$ cat src/rtl/exception_unit_if.sv
// rtl/exception_unit_if.sv - exception sequencer signal bundle
interface exception_unit_if;
    logic        exc_in;
    logic [4:0]  exc_code;
    logic [31:0] exc_pc;
    logic        eret;
    logic        flush;
    logic        redirect;
    logic [31:0] redirect_pc;
    logic [31:0] epc;
    logic [31:0] cause;
    logic        exl;
    logic        busy;

    modport master (
        output exc_in, exc_code, exc_pc, eret,
        input  flush, redirect, redirect_pc, epc, cause, exl, busy
    );

    modport slave (
        input  exc_in, exc_code, exc_pc, eret,
        output flush, redirect, redirect_pc, epc, cause, exl, busy
    );
endinterface

$ cat src/rtl/exception_unit.sv
// rtl/exception_unit.sv - exception capture, flush hold, handler/eret PC redirect
module exception_unit #(
    parameter logic [31:0] HANDLER_ADDR = 32'h8000_0180,
    parameter int unsigned FLUSH_CYCLES = 2
) (
    input logic             clk,
    input logic             rst_n,
    exception_unit_if.slave bus
);
    typedef enum logic [1:0] {IDLE, FLUSH, REDIRECT} state_t;

    localparam logic [3:0] CNT_INIT = 4'(FLUSH_CYCLES - 1);

    state_t      state, state_nxt;
    logic [3:0]  cnt;
    logic        ret_q;
    logic [31:0] epc_q;
    logic [4:0]  code_q;
    logic        nest_q;
    logic        exl_q;
    logic        take_exc;
    logic        take_ret;

    // eret only honoured from IDLE; when both fire with exl set, the return wins
    assign take_exc = (state == IDLE) && bus.exc_in && !exl_q;
    assign take_ret = (state == IDLE) && bus.eret && exl_q;

    always_ff @(posedge clk or negedge rst_n) begin
        if (!rst_n) state <= IDLE;
        else        state <= state_nxt;
    end

    always_comb begin
        state_nxt = state;
        case (state)
            IDLE:     if (take_exc) state_nxt = FLUSH;
            FLUSH:    if (cnt == 4'd0) state_nxt = REDIRECT;
            REDIRECT: state_nxt = IDLE;
            default:  state_nxt = IDLE;
        endcase
    end

    always_ff @(posedge clk or negedge rst_n) begin
        if (!rst_n) begin
            cnt    <= 4'd0;
            ret_q  <= 1'b0;
            epc_q  <= 32'd0;
            code_q <= 5'd0;
            nest_q <= 1'b0;
            exl_q  <= 1'b0;
        end else begin
            ret_q <= take_ret;
            if (take_exc) begin
                epc_q  <= bus.exc_pc;
                code_q <= bus.exc_code;
                exl_q  <= 1'b1;
                cnt    <= CNT_INIT;
            end else if (state == FLUSH && cnt != 4'd0) begin
                cnt <= cnt - 4'd1;
            end
            if (take_ret) begin
                exl_q  <= 1'b0;
                nest_q <= 1'b0;
            end else if (bus.exc_in && exl_q) begin
                nest_q <= 1'b1;
            end
        end
    end

    // Outputs decode only registered state, so they are glitch-free after each edge
    always_comb begin
        bus.flush       = (state == FLUSH);
        bus.redirect    = (state == REDIRECT) || ret_q;
        bus.redirect_pc = 32'd0;
        if (state == REDIRECT) bus.redirect_pc = HANDLER_ADDR;
        else if (ret_q)        bus.redirect_pc = epc_q;
        bus.busy        = (state != IDLE);
    end

    assign bus.epc   = epc_q;
    assign bus.cause = {nest_q, 24'd0, code_q, 2'b00};
    assign bus.exl   = exl_q;
endmodule

$ cat src/flat_wrapper.sv
// flat-port wrapper written by rule: the top's interface ports become plain ports
module exception_unit_flat 
#(
    parameter logic [31:0] HANDLER_ADDR = 32'h8000_0180,
    parameter int unsigned FLUSH_CYCLES = 2
)
  (clk, rst_n, bus_exc_in, bus_exc_code, bus_exc_pc, bus_eret, bus_flush, bus_redirect, bus_redirect_pc, bus_epc, bus_cause, bus_exl, bus_busy);
  exception_unit_if bus_i ();
  input logic clk;
  input logic rst_n;
  input wire logic [$bits(bus_i.exc_in)-1:0] bus_exc_in;
  input wire logic [$bits(bus_i.exc_code)-1:0] bus_exc_code;
  input wire logic [$bits(bus_i.exc_pc)-1:0] bus_exc_pc;
  input wire logic [$bits(bus_i.eret)-1:0] bus_eret;
  output wire logic [$bits(bus_i.flush)-1:0] bus_flush;
  output wire logic [$bits(bus_i.redirect)-1:0] bus_redirect;
  output wire logic [$bits(bus_i.redirect_pc)-1:0] bus_redirect_pc;
  output wire logic [$bits(bus_i.epc)-1:0] bus_epc;
  output wire logic [$bits(bus_i.cause)-1:0] bus_cause;
  output wire logic [$bits(bus_i.exl)-1:0] bus_exl;
  output wire logic [$bits(bus_i.busy)-1:0] bus_busy;
  assign bus_i.exc_in = bus_exc_in;
  assign bus_i.exc_code = bus_exc_code;
  assign bus_i.exc_pc = bus_exc_pc;
  assign bus_i.eret = bus_eret;
  assign bus_flush = bus_i.flush;
  assign bus_redirect = bus_i.redirect;
  assign bus_redirect_pc = bus_i.redirect_pc;
  assign bus_epc = bus_i.epc;
  assign bus_cause = bus_i.cause;
  assign bus_exl = bus_i.exl;
  assign bus_busy = bus_i.busy;
  exception_unit #(.HANDLER_ADDR(HANDLER_ADDR), .FLUSH_CYCLES(FLUSH_CYCLES)) u_core (.clk(clk), .rst_n(rst_n), .bus(bus_i));
endmodule
$ cat config.mk
export PLATFORM = sky130hd
export DESIGN_NAME = exception_unit_flat
export DESIGN_NICKNAME = d
export VERILOG_FILES = /design/src/rtl/exception_unit_if.sv /design/src/rtl/exception_unit.sv /design/src/flat_wrapper.sv
export SDC_FILE = /design/constraint.sdc
export NUM_CORES = 1
export LEC_CHECK = 0
export CAP_MARGIN = 20
export CORE_ASPECT_RATIO = 1.2
export CORE_MARGIN = 4
export CORE_UTILIZATION = 30
export CTS_BUF_LIST = sky130_fd_sc_hd__clkbuf_16
export DETAILED_ROUTE_END_ITERATION = 10
export GPL_ROUTABILITY_DRIVEN = 0
export PLACE_DENSITY = 0.67
export SLEW_MARGIN = 25
export SYNTH_ARGS = -nofsm -noshare
export SYNTH_HDL_FRONTEND = slang
export SYNTH_SLANG_ARGS = --single-unit
export TNS_END_PERCENT = 10
$ cat constraint.sdc
create_clock -name clk -period 3.35 [get_ports clk]
set_clock_uncertainty 0.15 [all_clocks]
set_input_delay 0.8375 -clock clk [delete_from_list [all_inputs] [get_ports clk]]
set_output_delay 0.8375 -clock clk [all_outputs]
set_load 0.01 [all_outputs]
Yosys cells after proc, flatten, opt, wreduce, memory -nomap -nowiden. Index checks and enable logic that the tools add are counted.

Memories: 0. Memory bits (writable): 0. Memory bits (read-only): 0. Latch bits: 0. Word-level logic and storage cells: 39. Register bits after elaboration: 46.

Reductions and logical operators: 16. Shift-type cells: 0. Equal/unequal tests: 4. Multiply operators: 0. Div/mod/pow operators: 0. $add $sub $neg: 1. $lt $le $gt $ge: 0. Bitwise operators: 0. Muxes and demuxes: 11.

Operator list (number): two-way mux 32 bit (2); two-way mux 4 bit (2); nonzero test 2 bit (4); logical AND 1 bit (6); zero test 4 bit (1); two-way mux 1 bit (4); two-way mux 2 bit (2); inequality test 2 x 1 -> 1 bit, second input constant (2); one-hot mux 2 bit (2 select lines) (1); nonzero test 4 bit (1); subtractor 4 x 1 -> 4 bit, second input constant (1); == test 2 x 1 -> 1 bit, second input constant (1); == test 2 bit, second input constant (1); zero test 2 bit (1); AND reduction 2 bit (1); zero test 1 bit (1); logical OR 1 bit (1).

Logic depth before layout (Yosys ltp).
Depth in word-level cells: 5. Depth in mapped cells: 5. Mapped depth without buffers: 5.

Least setup slack after synthesis. Ideal clock, no wire load.

Path type: register to output. Start point: reg u_core.state[0]. End point: out bus_redirect_pc[23]. Data required time: 2362 ps. Arrival time: 1019 ps. Buffers on the path: 1. Stages on the path, launching flop included: 4. Slack: 1344 ps. Path through: dfrtp_1 -> nand2b_1 -> clkbuf_1 -> and3_1.

Word-level cells in the longest chain between the ends: 2.

RTL lines: from (decl) (RTL line exception_unit.sv:14) `state_t state, state_nxt;`; from (signal assigned) (RTL line exception_unit.sv:30) `else state <= state_nxt;`; == test 2 bit (RTL line exception_unit.sv:75) `if (state == REDIRECT) bus.redirect_pc = HANDLER_ADDR;`; two-way mux 32 bit (RTL line exception_unit.sv:75); to (decl) (RTL line flat_wrapper.sv:17) `output wire logic [$bits(bus_i.redirect_pc)-1:0] bus_redirect_pc;`.

Every way passes these cells.

Worst setup path after layout.
Start point: reg u_core.state[0]. End point: out bus_redirect_pc[4].

Same word-level chain as after synthesis.

==> out/results.tsv <==
stage	metric	value	unit
clock_network	post-CTS repair timing setup buffer count	0	
synthesis	Post-synth EDFFs	0	
global_route	Overflow after GRT	0	
floorplanning	die height	103	um
timing	Slew HR	59.9	%
worst_hold_path	HP Class	flop to flop	
timing	worst hold-check slack	0.331	ns
synthesis	top_reg_cell synth	dfrtp_1	
clock_network	CTS tree	done	
power_and_ir_drop	sequential fraction of design power	34.7	%
global_route	GRT Overall Usage	13.3	%
setup_path	required time worst endpoint	2.36	ns
floorplanning	die area	0.00905	mm^2
setup_path	critical path fanouts, max	11	
detailed_routing	Via density	4.27	
setup_path	critical path arrival	2.05	ns
placement	dpl hpwl	4.70	mm
clock_network	Clk pin slew, worst setup/hold paths	0.06	ns
setup_path	CP top delay family	buffers and inverters	
clock_network	Worst-Skew Late Latency	0.28	ns
worst_hold_path	min-delay src	u_core.code_q[1]$_DFFE_PN0P_	
timing	final hold vios	0	
synthesis	yosys warns	0	
floorplanning	IO Pins	141	
worst_hold_path	hold path cells	2	
clock_network	CTS resizes	0	
synthesis	biggest area consumer among synthesized cells	dfrtp_1	
finish	fin cells	470	
detailed_routing	DRT iter0 DRCs	58	
finish	share of cells above drive strength 1	4.47	%
floorplanning	Starting Density	31.1	%
clock_network	cts bufs inserted	5	
detailed_routing	post-route ant nets	0	
floorplanning	core area	0.00732	mm^2
synthesis	most instantiated library cell after synthesis	nand2_1	
detailed_routing	vias	2006	
synthesis	post-synthesis cell type count	24	
placement	port bufs	114	
floorplanning	chip width	87.5	um
global_route	first-pass GRT wire length	9.52	mm
timing	max frequency	330	MHz
detailed_routing	Pre-Repair DR Iteration Count	4	
timing	Setup TNS Final	0	ns
synthesis	Avg Cell Area, Syn	8.50	um^2
setup_path	Register-to-Register Path Depth	4	
global_route	vias in the first global route	1896	
setup_path	CP Capture Type	output pin	
timing	Slew Limit Fails	0	
clock_network	CTS HTree Levels	2	
synthesis	Seq/Total Area, Yosys	50.5	%
power_and_ir_drop	P per Cell Area	832	mW/mm^2
setup_path	Worst R2R End	u_core.cnt[1]$_DFFE_PN0P_	
setup_path	CP cell instances	nand2b_1 > buf_4 > and3_1 > clkdlybuf4s50_1	
finish	fin nets	422	
detailed_routing	routed length per placed instance	13.1	um
clock_network	Hold-fix buffers, CTS	0	
setup_path	CP max-delay cell	clkdlybuf4s50_1	
synthesis	top cells by area, synth	dfrtp_1 (51%), nand2_1 (20%), buf_4 (8.9%)	
setup_path	critical setup path kind	flop to output pin	
finish	Layout Area Growth over Synthesis	55.0	%
placement	# placed instances	462	
timing	RSZ-0062 raised after global routing	no	
timing	final worst path period share	90.6	%
power_and_ir_drop	sw power	1070	uW
job	max_cap viols	0	
finish	fin util	48.2	%
synthesis	post-synthesis instance area	0.00228	mm^2
power_and_ir_drop	maximum VDD drop	0.365	mV
setup_path	Setup crit start kind	flop	
clock_network	Clock Tree Buf Depth	2	
synthesis	#FFs+latches synth	46	
power_and_ir_drop	final total power	2940	uW
timing	Slew @ Worst Pin	0.602	ns
synthesis	commonest cells in the netlist	nand2_1 (121), dfrtp_1 (46), and3_1 (30)	
setup_path	highest cell delay on the worst timing path	0.54	ns
clock_network	CTS root buffer	clkbuf_16	
setup_path	WP buf/inv	2	
clock_network	Clock Sinks	46	
setup_path	worst flop-to-flop path startpoint	u_core.bus.exl$_DFFE_PN0P_	
global_route	initial antenna violation count	0	
power_and_ir_drop	clock power share	15.6	%
timing	crit path time final	3.03	ns
synthesis	share of the synthesized area in the top cell type	50.5	%
power_and_ir_drop	switching share of total power	36.4	%
power_and_ir_drop	P_leak	0.00182	uW
detailed_routing	detailed-route wire length	6.14	mm
run_status	outcome	finished, final reports clean	
power_and_ir_drop	P_int	1870	uW
detailed_routing	drt drc	0	
worst_hold_path	Worst Hold Path EP	u_core.code_q[1]$_DFFE_PN0P_	
finish	Antenna diodes	0	
global_route	pin count of the biggest net entering global routing	47	
setup_path	R2R setup slack	1.68	ns
power_and_ir_drop	Logic pwr share	49.7	%
floorplanning	Site Rows	34	
synthesis	Async S/R FF share, synth	100	%
timing	setup violators final	0	
synthesis	Cells after Synth	268	
-- final cells by class --
type | instances | area [um^2]
fillers | 734 | 3790
repair buffers | 121 | 1190
clock inverters | 3 | 12.5
clock buffers | 5 | 125
inverters | 5 | 18.8
flip-flops and latches | 46 | 1150
multi-input cells | 200 | 918
well taps | 90 | 113
-- flip-flops by register name (all words and copies together), names as in the netlist --
| signal | cells |
|---|---|
| u_core.bus.epc | 32 |
| u_core.bus.exl | 1 |
| u_core.cnt | 4 |
| u_core.code_q | 5 |
| u_core.nest_q | 1 |
| u_core.ret_q | 1 |
| u_core.state | 2 |
-- metal layers --
metal | part of all wire (%) | routed length [um] | vias up | GRT usage [%]
met5 | 0 | 0 | - | 0
met4 | 0 | 0 | 0 | 2.95
met3 | 7.1 | 434 | 0 | 3.65
met2 | 55 | 3370 | 65 | 24.7
met1 | 38 | 2340 | 935 | 15.3
li1 | - | - | 1006 | -
-- worst register-to-register path, cell delays in order (launching register included) --
cell and delay [ns]:
dfrtp_1 0.44, or4b_1 0.56, buf_4 0.23, nand2_1 0.10
mux2i_1 0.06
-- cells in the final DEF (no fill, tap or decap) --
cell             netlist  final
nor4b_4                0      1
clkdlybuf4s50_1        0    113
buf_4                 27      8
clkinv_2               0      1
a21oi_1                2      2
nand2b_1               4      4
ha_1                   2      2
o21ai_1                1      1
nor3_1                 1      1
nor4_1                 1      1
clkbuf_16              0      5
nand4b_1               1      1
o21ai_0                1      1
dfrtp_1               46     46
nand2_1              121    121
conb_1                 1     26
inv_2                  1      1
mux2i_1                3      3
and3_1                30     30
a21o_1                 1      1
or2_2                  1      1
nor2_1                 3      3
inv_1                  4      5
clkinv_1               0      1
or4b_1                 1      1
-- cell families after synthesis --
group,count (synthesis),share of synthesized area (%)
AOI/OAI and AO/OA,5,1.21
adders and majority gates,2,1.10
buffers and inverters,47,13.6
DFF,46,50.5
muxes,3,1.32
other,1,0.165
and+or+nand+nor,164,32.0
-- power by group through the flow --
stage	clock network [uW]	logic, uW	registers [uW]
after floorplan	0	626	1090
after global placement	0	1460	1020
after detailed placement	0	1490	1030
after CTS	482	1490	1020
after global routing	501	1610	1060
final	457	1460	1020
-- worst max-delay path by stage --
stage / to / depth (start not counted) / slack (ns) / start
floorplan: bus_redirect_pc[23] / 3 / 1.34 / u_core.state[0]$_DFFE_PN0P_
global placement: bus_redirect_pc[9] / 4 / 0.66 / u_core.state[0]$_DFFE_PN0P_
detailed placement: bus_redirect_pc[4] / 4 / 0.59 / u_core.state[0]$_DFFE_PN0P_
CTS: bus_redirect_pc[4] / 4 / 0.27 / u_core.state[0]$_DFFE_PN0P_
global route: bus_redirect_pc[1] / 4 / 0.16 / u_core.state[0]$_DFFE_PN0P_
finish: bus_redirect_pc[4] / 4 / 0.32 / u_core.state[0]$_DFFE_PN0P_
-- stage by stage --
stage / worst slack [ns] / instance area (um^2)
6_report: 0.316 / 3530
5_1_grt: 0.162 / 3530
4_1_cts: 0.271 / 3530
3_5_place_dp: 0.585 / 3390
3_3_place_gp: 0.657 / 3390
2_1_floorplan: 1.34 / 2370
Note: power is estimated with default switching activity, not from simulation.
